<file path="src/rtl/serial_frame_receiver_if.sv">
// Link bundle between the UART line driver and the frame receiver.
`timescale 1ns/1ps
interface serial_frame_receiver_if;
    logic         rx;
    logic [271:0] sensor_iterations;
    logic         data_valid;
    logic         frame_error;

    modport master (output rx, input sensor_iterations, data_valid, frame_error);
    modport slave  (input rx, output sensor_iterations, data_valid, frame_error);
endinterface

</file>
<file path="src/rtl/serial_frame_receiver.sv">
// 8N1 deserialiser that locks onto the 51-byte sensor-timing frame
// (three 0x00 sync bytes + sixteen 24-bit words) and republishes the 17-bit payloads.
`timescale 1ns/1ps
module serial_frame_receiver #(
    parameter int CLKS_PER_BIT  = 104,
    parameter int IDLE_GAP_BITS = 20
) (
    input logic               clk_12MHz,
    input logic               rstn,
    serial_frame_receiver_if.slave link
);
    localparam int HALF_BIT = CLKS_PER_BIT / 2;
    localparam int CNT_W    = (CLKS_PER_BIT > 2) ? $clog2(CLKS_PER_BIT) : 1;
    localparam int GAP_MAX  = CLKS_PER_BIT * IDLE_GAP_BITS;
    localparam int GAP_W    = $clog2(GAP_MAX + 1);

    localparam logic [CNT_W-1:0] BIT_LAST  = CNT_W'(CLKS_PER_BIT - 1);
    localparam logic [GAP_W-1:0] GAP_LIMIT = GAP_W'(GAP_MAX);

    localparam logic [1:0] R_IDLE   = 2'd0;
    localparam logic [1:0] R_START  = 2'd1;
    localparam logic [1:0] R_DATA   = 2'd2;
    localparam logic [1:0] R_STOP   = 2'd3;

    localparam logic [1:0] F_HUNT   = 2'd0;
    localparam logic [1:0] F_SYNC   = 2'd1;
    localparam logic [1:0] F_DATA   = 2'd2;
    localparam logic [1:0] F_COMMIT = 2'd3;

    logic             rx_meta, rx_sync, rx_prev;
    logic             start_edge;
    logic [1:0]       r_state;
    logic [CNT_W-1:0] bit_cnt;
    logic [2:0]       bit_idx;
    logic [7:0]       rx_shift;
    logic             byte_ok, byte_bad;
    logic [GAP_W-1:0] gap_cnt;
    logic             gap;
    logic [1:0]       f_state;
    logic [5:0]       idx;
    logic [1:0]       word_byte;
    logic [383:0]     staging;
    logic [271:0]     iterations_q;
    logic             data_valid_q, frame_error_q;
    logic             abort;

    always_ff @(posedge clk_12MHz) begin
        if (!rstn) begin
            rx_meta <= 1'b1;
            rx_sync <= 1'b1;
            rx_prev <= 1'b1;
        end else begin
            rx_meta <= link.rx;
            rx_sync <= rx_meta;
            rx_prev <= rx_sync;
        end
    end

    assign start_edge = rx_prev & ~rx_sync & (r_state == R_IDLE);

    // Character receiver: the counter is preloaded with 1 so the start bit is
    // sampled mid-bit despite the synchroniser and edge-detect delay.
    always_ff @(posedge clk_12MHz) begin
        if (!rstn) begin
            r_state  <= R_IDLE;
            bit_cnt  <= '0;
            bit_idx  <= '0;
            rx_shift <= '0;
            byte_ok  <= 1'b0;
            byte_bad <= 1'b0;
        end else begin
            byte_ok  <= 1'b0;
            byte_bad <= 1'b0;
            case (r_state)
                R_IDLE: begin
                    if (start_edge) begin
                        r_state <= R_START;
                        bit_cnt <= CNT_W'(1);
                    end
                end
                R_START: begin
                    if (bit_cnt == CNT_W'(HALF_BIT)) begin
                        bit_cnt <= '0;
                        bit_idx <= '0;
                        r_state <= rx_sync ? R_IDLE : R_DATA;
                    end else begin
                        bit_cnt <= bit_cnt + CNT_W'(1);
                    end
                end
                R_DATA: begin
                    if (bit_cnt == BIT_LAST) begin
                        bit_cnt  <= '0;
                        rx_shift <= {rx_sync, rx_shift[7:1]};
                        bit_idx  <= bit_idx + 3'd1;
                        if (bit_idx == 3'd7)
                            r_state <= R_STOP;
                    end else begin
                        bit_cnt <= bit_cnt + CNT_W'(1);
                    end
                end
                default: begin
                    if (bit_cnt == BIT_LAST) begin
                        bit_cnt  <= '0;
                        byte_ok  <= rx_sync;
                        byte_bad <= ~rx_sync;
                        r_state  <= R_IDLE;
                    end else begin
                        bit_cnt <= bit_cnt + CNT_W'(1);
                    end
                end
            endcase
        end
    end

    always_ff @(posedge clk_12MHz) begin
        if (!rstn)
            gap_cnt <= '0;
        else if (start_edge)
            gap_cnt <= '0;
        else if (r_state == R_IDLE && rx_sync && gap_cnt != GAP_LIMIT)
            gap_cnt <= gap_cnt + GAP_W'(1);
    end

    assign gap = (gap_cnt == GAP_LIMIT);

    // A frame is dropped on a broken character, a nonzero sync byte, a word
    // header carrying more than bit 16, or an idle gap once the frame has begun.
    always_comb begin
        abort = 1'b0;
        case (f_state)
            F_SYNC:  abort = byte_bad || (gap && idx != 6'd0) ||
                             (byte_ok && rx_shift != 8'd0);
            F_DATA:  abort = byte_bad || gap ||
                             (byte_ok && word_byte == 2'd0 && rx_shift[7:1] != 7'd0);
            default: abort = 1'b0;
        endcase
    end

    always_ff @(posedge clk_12MHz) begin
        if (!rstn) begin
            f_state       <= F_HUNT;
            idx           <= '0;
            word_byte     <= '0;
            staging       <= '0;
            iterations_q  <= '0;
            data_valid_q  <= 1'b0;
            frame_error_q <= 1'b0;
        end else begin
            data_valid_q  <= 1'b0;
            frame_error_q <= 1'b0;
            if (abort) begin
                frame_error_q <= 1'b1;
                staging       <= '0;
                idx           <= '0;
                word_byte     <= '0;
                f_state       <= F_HUNT;
            end else begin
                case (f_state)
                    F_HUNT: begin
                        if (gap) begin
                            f_state <= F_SYNC;
                            idx     <= '0;
                        end
                    end
                    F_SYNC: begin
                        if (byte_ok) begin
                            idx <= idx + 6'd1;
                            if (idx == 6'd2) begin
                                f_state   <= F_DATA;
                                word_byte <= '0;
                            end
                        end
                    end
                    F_DATA: begin
                        if (byte_ok) begin
                            staging   <= (staging << 8) | 384'(rx_shift);
                            idx       <= idx + 6'd1;
                            word_byte <= (word_byte == 2'd2) ? 2'd0 : word_byte + 2'd1;
                            if (idx == 6'd50)
                                f_state <= F_COMMIT;
                        end
                    end
                    default: begin
                        for (int k = 0; k < 16; k++)
                            iterations_q[271-17*k -: 17] <= staging[376-24*k -: 17];
                        data_valid_q <= 1'b1;
                        staging      <= '0;
                        idx          <= '0;
                        f_state      <= F_HUNT;
                    end
                endcase
            end
        end
    end

    assign link.sensor_iterations = iterations_q;
    assign link.data_valid        = data_valid_q;
    assign link.frame_error       = frame_error_q;
endmodule

</file>
<file path="src/flat_wrapper.sv">
// flat-port wrapper written by rule: the top's interface ports become plain ports
module serial_frame_receiver_flat 
#(
    parameter int CLKS_PER_BIT  = 104,
    parameter int IDLE_GAP_BITS = 20
)
  (clk_12MHz, rstn, link_rx, link_sensor_iterations, link_data_valid, link_frame_error);
  serial_frame_receiver_if link_i ();
  input logic clk_12MHz;
  input logic rstn;
  input wire logic [$bits(link_i.rx)-1:0] link_rx;
  output wire logic [$bits(link_i.sensor_iterations)-1:0] link_sensor_iterations;
  output wire logic [$bits(link_i.data_valid)-1:0] link_data_valid;
  output wire logic [$bits(link_i.frame_error)-1:0] link_frame_error;
  assign link_i.rx = link_rx;
  assign link_sensor_iterations = link_i.sensor_iterations;
  assign link_data_valid = link_i.data_valid;
  assign link_frame_error = link_i.frame_error;
  serial_frame_receiver #(.CLKS_PER_BIT(CLKS_PER_BIT), .IDLE_GAP_BITS(IDLE_GAP_BITS)) u_core (.clk_12MHz(clk_12MHz), .rstn(rstn), .link(link_i));
endmodule
</file>
<file path="config.mk">
export PLATFORM = sky130hd
export DESIGN_NAME = serial_frame_receiver_flat
export DESIGN_NICKNAME = d
export VERILOG_FILES = /design/src/rtl/serial_frame_receiver_if.sv /design/src/rtl/serial_frame_receiver.sv /design/src/flat_wrapper.sv
export SDC_FILE = /design/constraint.sdc
export NUM_CORES = 1
export LEC_CHECK = 0
export BUFFER_PORTS_ARGS = -buffer_cell sky130_fd_sc_hd__buf_4
export CAP_MARGIN = 5
export CORE_MARGIN = 8
export CORE_UTILIZATION = 35
export DETAILED_ROUTE_END_ITERATION = 8
export PLACE_DENSITY = 0.53
export SLEW_MARGIN = 20
export SYNTH_ARGS = -nofsm -noshare
export SYNTH_HDL_FRONTEND = slang
export SYNTH_SLANG_ARGS = --single-unit
</file>
<file path="constraint.sdc">
create_clock -name clk_12MHz -period 2.1 [get_ports clk_12MHz]
set_input_delay 0.42 -clock clk_12MHz [delete_from_list [all_inputs] [get_ports clk_12MHz]]
set_output_delay 0.42 -clock clk_12MHz [all_outputs]
set_load 0.005 [all_outputs]
</file>
==> results of run 1 <==
[report_power, final]
part           internal (mW)  switching (mW)  total (mW)
logic                  0.375           0.468       0.843
registers               13.3          0.0228        13.3
clock network           8.09            5.57        13.7
total                   21.7            6.06        27.8
[cell type report]
| class | instances | area, sq um |
|---|---|---|
| clock buffer | 116 | 2340 |
| clock inverter | 26 | 249 |
| fill | 7514 | 43200 |
| inverter | 21 | 78.8 |
| multi-input combinational | 1881 | 12400 |
| sequential | 698 | 14000 |
| tap | 1040 | 1300 |
| timing repair buffer | 433 | 4130 |
[metal layers]
layer | vias up | global-route usage, %
met1 | 9911 | 20.6
met4 | 0 | 4.55
met3 | 122 | 3.52
li1 | 10200 | -
met2 | 391 | 25.9
met5 | - | 0
[through the flow]
step | cell area, sq um | cells | setup TNS (ns) | power, mW | util [%]
floorplan | 27500 | 2839 | 0 | 14.1 | -
global placement | 31300 | 4050 | -0.0587 | 14.3 | 40.3
detailed placement | 31300 | 4050 | -0.0501 | 14.3 | 40.3
CTS | 33900 | 4196 | -0.117 | 28.1 | 43.7
global route | 34400 | 4215 | -31.03 | 28.8 | 44.4
finish | 34400 | 4215 | -2.66 | 27.8 | 44.4
[cell families (layout without fill, tap and decap cells)]
family	Yosys count	after routing
and+or+nand+nor	1140	1140
DFF	698	698
AOI/OAI and AO/OA	431	431
muxes	281	281
buffers and inverters	260	596
adders and majority gates	16	16
xor gates and xnor gates	13	13
[flip-flops by register name (all words and copies together) (netlist names), 2 cells and up]
name,cells
u_core.bit_cnt,7
u_core.bit_idx,3
u_core.f_state,2
u_core.gap_cnt,12
u_core.idx,6
u_core.link.sensor_iterations,272
u_core.r_state,2
u_core.rx_shift,8
u_core.staging,377
u_core.word_byte,2
[timing repair]
action	4_1_cts	5_1_grt
gates cloned	1	10
pin swaps	1	7
endpoints found under the hold margin	1	0
buffers inserted	2	9
hold buffers	1	0
gates resized for setup	1	53
endpoints found under the setup margin	54	379
[placed cells by master, fill, tap and decap left out, drive strengths merged, types with 8 or more instances in the layout]
| master | n |
|---|---|
| a21oi | 390 |
| ha | 16 |
| nor3 | 10 |
| inv | 22 |
| nor2b | 284 |
| nand2 | 393 |
| clkbuf | 124 |
| nor2 | 23 |
| mux2i | 281 |
| nand3 | 385 |
| nand4 | 9 |
| buf | 423 |
| o21ai | 13 |
| clkinv | 18 |
| nand2b | 8 |
| dfxtp | 698 |
[how the worst max path moves through the flow]
stage | start | to | slack, ns | cells after the start
2_1_floorplan | u_core.f_state[0] | u_core.staging[100] | 0.12 | 11
3_3_place_gp | u_core.f_state[0] | u_core.staging[290] | -0.02 | 8
3_5_place_dp | u_core.f_state[0] | u_core.staging[293] | -0.02 | 8
4_1_cts | u_core.f_state[0] | u_core.staging[350] | -0.01 | 9
5_1_grt | u_core.rx_shift[6] | u_core.idx[3] | -0.14 | 9
6_report | u_core.gap_cnt[1] | u_core.staging[140] | -0.05 | 11
==> impl_metrics.py, run 1 <==
metrics = {
    "logic_synthesis": {
        "synth_top_family_by_area": "simple AND/OR/NAND/NOR gates",
        "muxShareOfSynthArea_pct": 10.2,
        "ys_warn_count": 0,
        "postSynthCellCount": 2839,
        "synth.area.top_cells": "dfxtp_1 51%, mux2i_1 10%, a21oi_2 10%",
        "syn_area_per_cell_sq_um": 9.68,
        "netlist_area_sq_mm": 0.0275,
        "netlist.top_cell.by_area": "dfxtp_1",
        "synth-adder-area-share_pct": 0.729,
        "ys_ff_latch": 698,
        "async_flop_share_pct": 0,
        "netlist.area_leader.share_pct": 50.9,
        "synth_compound_area_share_pct": 12.5,
        "synth.most_common_cell": "dfxtp_1",
        "synth_edf_count": 0,
        "ys_seq_area_share_pct": 50.9,
        "synthFlopType": "dfxtp_1",
        "netlist-cell-type-count": 58,
        "ys_top_cells_by_count": "698 x dfxtp_1, 393 x nand2_1, 385 x nand3_1",
        "synth_xor_area_share_pct": 0.414,
        "synth_fp_nets": 2858,
        "yosys.area_share.simple_pct": 20.6,
    },
    "worst_setup_path": {
        "crit_top_cell": "clkbuf_16",
        "cp_top_family": "buffers and inverters",
        "crit-reg2reg-launch": "u_core.gap_cnt[1]",
        "crit-reg2reg-capture": "u_core.staging[140]",
        "critPathKind": "reg -> reg",
        "critPathMaxStageDelay_ns": 0.32,
        "worstPathBufferInverterCount": 5,
        "cp-start-kind": "flip-flop",
        "rrSetupSlack_ns": -0.05,
        "r2r_cells": 11,
        "cp_slowest_cell": "dfxtp_2",
        "cp_cell_sequence": "inv_2 > ha_4 > nor4b_4 > and3_4 > nor4_4 > buf_4 > o21ai_4 > buf_12 > clkbuf_16 > clkbuf_16 > a21oi_2",
        "required_ns": 2.60,
        "cp.arrival_ns": 2.65,
        "path_max_fanout": 7,
        "end_kind": "flip-flop",
    },
    "placement": {
        "place_worst_setup_slack_ns": -0.0227,
        "gp_congestion": 0.763,
        "hpwl_um": 48200,
        "io_buffers": 276,
    },
    "final_layout": {
        "nets": 3132,
        "area_growth_pct": 25.3,
        "diodes": 0,
        "drive_gt1_share_pct": 28.6,
    },
    "timing": {
        "post-route-period-util_pct": 102,
        "final_hold_viol_count": 0,
        "final.min_clock_period_ns": 2.15,
        "whs_ns": 0.0837,
        "rsz0062_at_grt": "yes",
        "worst_pin_slew_ns": 0.978,
        "setup_viol": 137,
        "relSlewSlack_pct": 34.8,
        "clock.fmax_mhz": 465,
        "slew_viol_final": 0,
        "fin_worst_skew_ns": 0.0244,
        "setup_slack_ns": -0.0512,
    },
    "job": {
        "max_cap_viol_count": 0,
    },
    "detailed_routing": {
        "drtPass1Iterations": 5,
        "vias": 20600,
        "met1_length_um": 33600,
        "top_layer": "met4",
        "wl_per_cell_um": 17.3,
        "wl_met3_um": 3870,
        "ant_nets": 0,
        "met2_length_um": 33700,
        "vias_per_cell": 4.90,
        "drc": 0,
        "routed_wl_um": 73000,
        "drt_iter0_drc": 986,
    },
    "worst_hold_path": {
        "hold_start": "rstn",
        "min_path_cells": 2,
        "hp-class": "in -> reg",
        "hold_end": "u_core.rx_sync",
    },
    "clock_tree": {
        "clkSinkCount": 698,
        "numCtsBuffers": 78,
        "clkSlewWorstSetupHoldPaths_ns": 0.06,
        "cts_tree": "done",
        "insertion_delay_ns": 0.61,
        "cts-root-buf": "clkbuf_16",
        "h-tree-depth": 3,
        "cts_buffer_depth": 3,
    },
    "floorplanning": {
        "rows": 102,
        "fp.dieW_um": 296,
        "initial_core_util_pct": 35.4,
        "io_pins": 277,
        "core_sq_mm": 0.0776,
        "fp.dieH_um": 296,
        "die-area_sq_mm": 0.0877,
    },
    "grt": {
        "track_usage_pct": 15.7,
        "grt_max_degree": 182,
        "gr-total-overflow": 0,
        "grt_pass1_wl_um": 114000,
        "antenna_found_initial": 0,
        "first_global_vias": 20700,
    },
    "power": {
        "leakagePower_nw": 11.2,
        "vdd_ir_drop_max_uv": 508,
        "p_per_area_mw_per_mm2": 808,
    },
    "run_status": {
        "violations": "setup timing",
        "status": "finished, violations left",
    },
}
No activity file was read; power rests on OpenSTA's default activity.
==> inputs of run 2 (changes only) <==
--- a/config.mk
+++ b/config.mk
@@ -5,12 +5,14 @@
 export SDC_FILE = /design/constraint.sdc
 export NUM_CORES = 1
 export LEC_CHECK = 0
+export ABC_AREA = 1
 export BUFFER_PORTS_ARGS = -buffer_cell sky130_fd_sc_hd__buf_4
 export CAP_MARGIN = 5
 export CORE_MARGIN = 8
-export CORE_UTILIZATION = 35
+export CORE_UTILIZATION = 53
 export DETAILED_ROUTE_END_ITERATION = 8
-export PLACE_DENSITY = 0.53
+export HOLD_SLACK_MARGIN = 0.02
+export PLACE_DENSITY = 0.75
 export SLEW_MARGIN = 20
 export SYNTH_ARGS = -nofsm -noshare
 export SYNTH_HDL_FRONTEND = slang
==> run 2 against run 1 <==
Net effect: the run now ends clean; non-clock buffer count down 99; total power shrank 4.9%; sequential cell count did not move; final area down 9.8%; sequential share of layout area increased by 4.4 points; worst setup slack improved by 0.13 ns; clock-buffer cell count shrank 15; via count increased by 8.1%; critical endpoint is now u_core.staging[115].
==> impl_metrics.py, run 2 <==
metrics = {
    "run_status": {
        "status": "completed",
    },
    "worst_hold_path": {
        "hold_end": "u_core.rx_prev",
        "hold_start": "rstn",
        "min_path_cells": 2,
        "hp-class": "in -> reg",
    },
    "power": {
        "p_int_mw": 21.0,
        "vdd_ir_drop_max_uv": 637,
        "leakagePower_nw": 12.1,
        "seqPwrFrac_pct": 50.3,
        "swShare_pct": 20.7,
        "power.share.clock_pct": 47.5,
        "p_sw_mw": 5.48,
        "pwr-share-comb_pct": 2.3,
        "power_mw": 26.4,
        "p_per_area_mw_per_mm2": 852,
    },
    "timing": {
        "rsz0062_at_grt": "yes",
        "fin_worst_skew_ns": 0.0193,
        "setup_slack_ns": 0.0824,
        "post-route-period-util_pct": 96.1,
        "clock.fmax_mhz": 496,
        "relSlewSlack_pct": 42.7,
        "slew_viol_final": 0,
        "whs_ns": 0.239,
        "final.min_clock_period_ns": 2.02,
        "setup_viol": 0,
        "final_hold_viol_count": 0,
        "worst_pin_slew_ns": 0.859,
    },
    "grt": {
        "grt_use_met3_pct": 3.78,
        "first_global_vias": 20100,
        "gr-total-overflow": 0,
        "grt.busiest_layer": "met2",
        "track_usage_pct": 21.6,
        "use_met2_pct": 34.8,
        "grt_pass1_wl_um": 104000,
        "grt_max_degree": 181,
        "grtUsageMet1_pct": 29.7,
        "antenna_found_initial": 0,
    },
    "worst_setup_path": {
        "r2r_cells": 8,
        "path_max_fanout": 61,
        "crit-reg2reg-capture": "u_core.staging[115]",
        "required_ns": 2.56,
        "cp.arrival_ns": 2.48,
        "end_kind": "flip-flop",
        "crit_top_cell": "o21ai_0",
        "cp_cell_sequence": "inv_1 > ha_1 > a211oi_4 > buf_12 > buf_16 > o21ai_0 > o21ai_0 > nor2_1",
        "critPathMaxStageDelay_ns": 0.39,
        "crit-reg2reg-launch": "u_core.f_state[1]",
        "rrSetupSlack_ns": 0.08,
        "cp_slowest_cell": "dfxtp_2",
        "critPathKind": "reg -> reg",
        "cp-start-kind": "flip-flop",
    },
    "detailed_routing": {
        "routed_wl_um": 65600,
        "ant_nets": 0,
        "drc": 0,
        "drtPass1Iterations": 6,
        "drt_iter0_drc": 1887,
        "vias_per_cell": 5.22,
        "wl_per_cell_um": 15.3,
        "vias": 22300,
    },
    "logic_synthesis": {
        "async_flop_share_pct": 0,
        "netlist_area_sq_mm": 0.0261,
        "ys_ff_latch": 698,
        "ys_seq_area_share_pct": 53.6,
        "netlist.top_cell.by_area": "dfxtp_1",
        "synth_fp_nets": 3434,
        "ys_warn_count": 0,
        "syn_area_per_cell_sq_um": 7.63,
        "synth.area.top_cells": "dfxtp_1 54%, o21ai_0 12%, nor2_1 11%",
        "ys_top_cells_by_count": "749 x nor2_1, 698 x dfxtp_1, 651 x o21ai_0",
        "synth_edf_count": 0,
        "netlist-cell-type-count": 28,
        "netlist.area_leader.share_pct": 53.6,
        "synth.most_common_cell": "nor2_1",
        "synthFlopType": "dfxtp_1",
        "postSynthCellCount": 3415,
    },
    "final_layout": {
        "utilization_pct": 63.7,
        "largest_reg_flops": 377,
        "diodes": 0,
        "final_common_cell": "nor2_1",
        "regMostFlops": "u_core.staging",
        "final_cell_mix": "748 x nor2_1, 696 x dfxtp_1, 651 x o21ai_0, 440 x nand2_1, 295 x buf_4",
        "nets": 3582,
        "drive_gt1_share_pct": 12.7,
        "stdcell_area_sq_mm": 0.0310,
        "area_growth_pct": 19.1,
    },
    "floorplanning": {
        "core_sq_mm": 0.0487,
        "initial_core_util_pct": 53.5,
        "fp.dieW_um": 238,
        "io_pins": 277,
        "die-area_sq_mm": 0.0565,
        "rows": 81,
        "fp.dieH_um": 238,
    },
    "clock_tree": {
        "clkSinkCount": 698,
        "h-tree-depth": 3,
        "cts_tree": "done",
        "clkSlewWorstSetupHoldPaths_ns": 0.06,
        "numCtsBuffers": 70,
        "cts-root-buf": "clkbuf_16",
        "insertion_delay_ns": 0.60,
        "cts_buffer_depth": 3,
    },
    "job": {
        "max_cap_viol_count": 0,
    },
    "placement": {
        "place_worst_setup_slack_ns": 0.0559,
        "post_dp_cell_area_sq_mm": 0.0285,
        "gp_congestion": 0.827,
        "io_buffers": 276,
        "hpwl_um": 40100,
    },
}
-- run 2: what timing repair did --
item / CTS / global route
setup endpoints to repair: 0 / 372
hold buffers: 1 / 0
buffers inserted: 0 / 0
resized for setup: 0 / 16
endpoints found under the hold margin: 1 / 0
-- run 2: area by class of cell --
class | count | area [sq um]
fillers | 4191 | 17700
flip-flops and latches | 698 | 14000
multi-input cells | 2256 | 10100
repair buffers | 334 | 3040
clock buffers | 101 | 2050
well taps | 664 | 831
inverters | 203 | 767
clock inverters | 19 | 253
-- run 2: worst max-delay path: cells and delay by family (launching register included) --
family,cells,cell delay (ns)
compound gates,3,0.58
flops,1,0.39
buf+inv,3,0.56
simple gates,1,0.10
fa+ha+maj,1,0.23
-- run 2: how the worst max path moves through the flow --
stage,startpoint,to,slack (ns),depth (start not counted)
after detailed placement,u_core.f_state[1],u_core.staging[163],0.06,8
final,u_core.f_state[1],u_core.staging[115],0.08,8
after floorplan,u_core.f_state[0],u_core.staging[329],0.23,10
after global placement,u_core.f_state[1],u_core.staging[136],0.12,8
after global routing,u_core.f_state[0],u_core.staging[174],-0.02,12
after CTS,u_core.f_state[1],u_core.staging[115],0.005,8
-- run 2: cell families (layout without fill, tap and decap cells) --
kind of cell / Yosys count / after routing / synth area share, %
adders and majority gates: 16 / 16 / 0.768
AOI/OAI and AO/OA: 995 / 995 / 19.4
xor gates and xnor gates: 8 / 8 / 0.269
buffers and inverters: 464 / 657 / 7.89
DFF: 698 / 698 / 53.6
and+or+nand+nor: 1234 / 1237 / 18.0
-- run 2: per-stage QoR --
| stage | TNS (ns) | instances |
|---|---|---|
| finish | 0 | 4275 |
| global route | -0.163 | 4275 |
| CTS | 0 | 4267 |
| detailed placement | 0 | 4146 |
| global placement | 0 | 4146 |
| floorplan | 0 | 3415 |
-- run 2: per-layer routing --
metal,up-vias,part of all wire [%]
met3,74,5.5
met5,-,0
met2,586,46
met1,10300,47
met4,0,1.7
li1,11400,-
-- run 2: power groups by stage --
stage / sequential, mW / combinational [mW] / clock, mW
6_report: 13.3 / 0.597 / 12.5
5_1_grt: 13.3 / 0.668 / 13.3
4_1_cts: 13.3 / 0.558 / 12.7
3_5_place_dp: 13.6 / 0.547 / 0
3_3_place_gp: 13.6 / 0.552 / 0
2_1_floorplan: 13.6 / 0.437 / 0
==> inputs of run 3 (changes only) <==
--- a/config.mk
+++ b/config.mk
@@ -8,6 +8,7 @@
 export ABC_AREA = 1
 export BUFFER_PORTS_ARGS = -buffer_cell sky130_fd_sc_hd__buf_4
 export CAP_MARGIN = 5
+export CORE_ASPECT_RATIO = 1.25
 export CORE_MARGIN = 8
 export CORE_UTILIZATION = 53
 export DETAILED_ROUTE_END_ITERATION = 8
==> run 3 against run 2 <==
Net effect: utilization is 0.24 points lower; total power is 1.6% lower; die area hardly changed; sequential cell count stayed put; clock-buffer cell count is 2 lower; clock power is 3% lower; worst setup slack better by 0.086 ns; non-clock buffer count is 26 higher; global-route usage is 0.38 points higher; via count is 1.2% lower; highest routed layer unchanged; sequential share of layout area hardly changed; routed wire length is 1.3% lower.
==> impl_metrics.py, run 3 (synthesis gave the netlist of run 2 again) <==
metrics = {
    "job": {
        "max_cap_viol_count": 0,
    },
    "power": {
        "seqPwrFrac_pct": 51.1,
        "leakagePower_nw": 12.2,
        "p_int_mw": 20.6,
        "p_per_area_mw_per_mm2": 837,
        "vdd_ir_drop_max_uv": 634,
        "power.share.clock_pct": 46.6,
        "pwr-share-comb_pct": 2.3,
        "swShare_pct": 20.7,
        "p_sw_mw": 5.38,
    },
    "timing": {
        "post-route-period-util_pct": 92.0,
        "clock.fmax_mhz": 518,
        "fin_worst_skew_ns": 0.0234,
        "slew_viol_final": 0,
        "relSlewSlack_pct": 55.8,
        "whs_ns": 0.128,
        "final.min_clock_period_ns": 1.93,
        "tns_ns": 0,
        "final_hold_viol_count": 0,
        "setup_viol": 0,
        "worst_pin_slew_ns": 0.663,
        "rsz0062_at_grt": "no",
    },
    "placement": {
        "hpwl_um": 42400,
        "io_buffers": 276,
        "post_dp_cell_area_sq_mm": 0.0288,
        "gp_congestion": 0.817,
    },
    "worst_setup_path": {
        "path_max_fanout": 59,
        "required_ns": 2.57,
        "rrSetupSlack_ns": 0.17,
        "crit-reg2reg-capture": "u_core.staging[132]",
        "critPathKind": "reg -> reg",
        "cp-start-kind": "flip-flop",
        "cp.arrival_ns": 2.40,
        "crit-reg2reg-launch": "u_core.f_state[1]",
        "end_kind": "flip-flop",
        "r2r_cells": 8,
    },
    "worst_hold_path": {
        "hp-class": "in -> reg",
        "hold_start": "rstn",
        "hold_end": "u_core.rx_prev",
        "min_path_cells": 2,
    },
    "final_layout": {
        "utilization_pct": 63.5,
        "final_cell_mix": "749 x nor2_1, 697 x dfxtp_1, 651 x o21ai_0, 441 x nand2_1, 317 x buf_4",
        "drive_gt1_share_pct": 13.0,
        "final_common_cell": "nor2_1",
        "largest_reg_flops": 377,
        "area_growth_pct": 19.2,
        "nets": 3602,
        "diodes": 0,
        "stdcell_area_sq_mm": 0.0311,
        "regMostFlops": "u_core.staging",
    },
    "detailed_routing": {
        "drt_iter0_drc": 1635,
        "vias": 22000,
        "vias_per_cell": 5.15,
        "routed_wl_um": 64700,
        "ant_nets": 0,
        "drc": 0,
        "drtPass1Iterations": 5,
        "wl_per_cell_um": 15.1,
    },
    "run_status": {
        "status": "completed",
    },
    "floorplanning": {
        "fp.dieH_um": 264,
        "rows": 91,
        "io_pins": 277,
        "die-area_sq_mm": 0.0566,
        "fp.dieW_um": 214,
        "initial_core_util_pct": 53.3,
        "core_sq_mm": 0.0490,
    },
    "clock_tree": {
        "insertion_delay_ns": 0.60,
        "numCtsBuffers": 67,
        "cts-root-buf": "clkbuf_16",
        "cts_buffer_depth": 3,
        "clkSlewWorstSetupHoldPaths_ns": 0.06,
        "clkSinkCount": 698,
        "cts_tree": "done",
        "h-tree-depth": 3,
    },
    "grt": {
        "grt_max_degree": 125,
        "gr-total-overflow": 0,
        "antenna_found_initial": 0,
        "grt_pass1_wl_um": 105000,
        "track_usage_pct": 22.0,
        "first_global_vias": 20300,
    },
}
run 3: through the flow:
stage	worst slack, ns	instances	power (mW)
finish	0.168	4277	26.0
global route	0.00766	4277	26.9
CTS	0.0757	4277	26.3
detailed placement	0.123	4164	14.2
global placement	0.158	4164	14.2
floorplan	0.231	3415	14.0
run 3: cell type report:
class                   instances  area, sq um
multi-input cells            2253        10100
fillers                      4325        17900
well taps                     651          815
repair buffers                360         3210
inverters                     203          767
clock buffers                  99         2030
clock inverters                13          186
flip-flops and latches        698        14000
run 3: routing by layer:
metal / vias up / global-route usage [%] / part of all wire (%)
met2: 482 / 36.3 / 47
met3: 136 / 4.25 / 5.4
met4: 0 / 9.74 / 3.7
met1: 10100 / 27.8 / 43
li1: 11400 / - / -
met5: - / 0 / 0
run 3: timing repair:
item                                   4_1_cts  5_1_grt
hold buffers                                 1        0
resized for setup                            0        5
buffers inserted                             0        0
endpoints found under the hold margin        1        0
setup endpoints to repair                    0      141
run 3: how the worst max path moves through the flow:
stage / start / to / slack, ns / cells after the start
4_1_cts: u_core.f_state[1] / u_core.staging[280] / 0.08 / 9
6_report: u_core.f_state[1] / u_core.staging[132] / 0.17 / 8
3_3_place_gp: u_core.f_state[1] / u_core.staging[225] / 0.16 / 9
5_1_grt: u_core.f_state[1] / u_core.staging[0] / 0.008 / 8
3_5_place_dp: u_core.f_state[1] / u_core.staging[239] / 0.12 / 9
2_1_floorplan: u_core.f_state[0] / u_core.staging[329] / 0.23 / 10
run 3: power by group through the flow:
| stage | Combinational (mW) | Clock, mW | Sequential (mW) |
|---|---|---|---|
| 2_1_floorplan | 0.437 | 0 | 13.6 |
| 3_3_place_gp | 0.587 | 0 | 13.6 |
| 3_5_place_dp | 0.591 | 0 | 13.6 |
| 4_1_cts | 0.595 | 12.4 | 13.3 |
| 5_1_grt | 0.660 | 12.9 | 13.3 |
| 6_report | 0.591 | 12.1 | 13.3 |
run 3: critical path: stages (launching register included):
cell and delay (ns):
dfxtp_2 0.39, inv_1 0.08, ha_1 0.24, a211oi_4 0.28, buf_4 0.25, buf_12 0.23, o21ai_0 0.12, o21ai_0 0.12
nor2_1 0.08
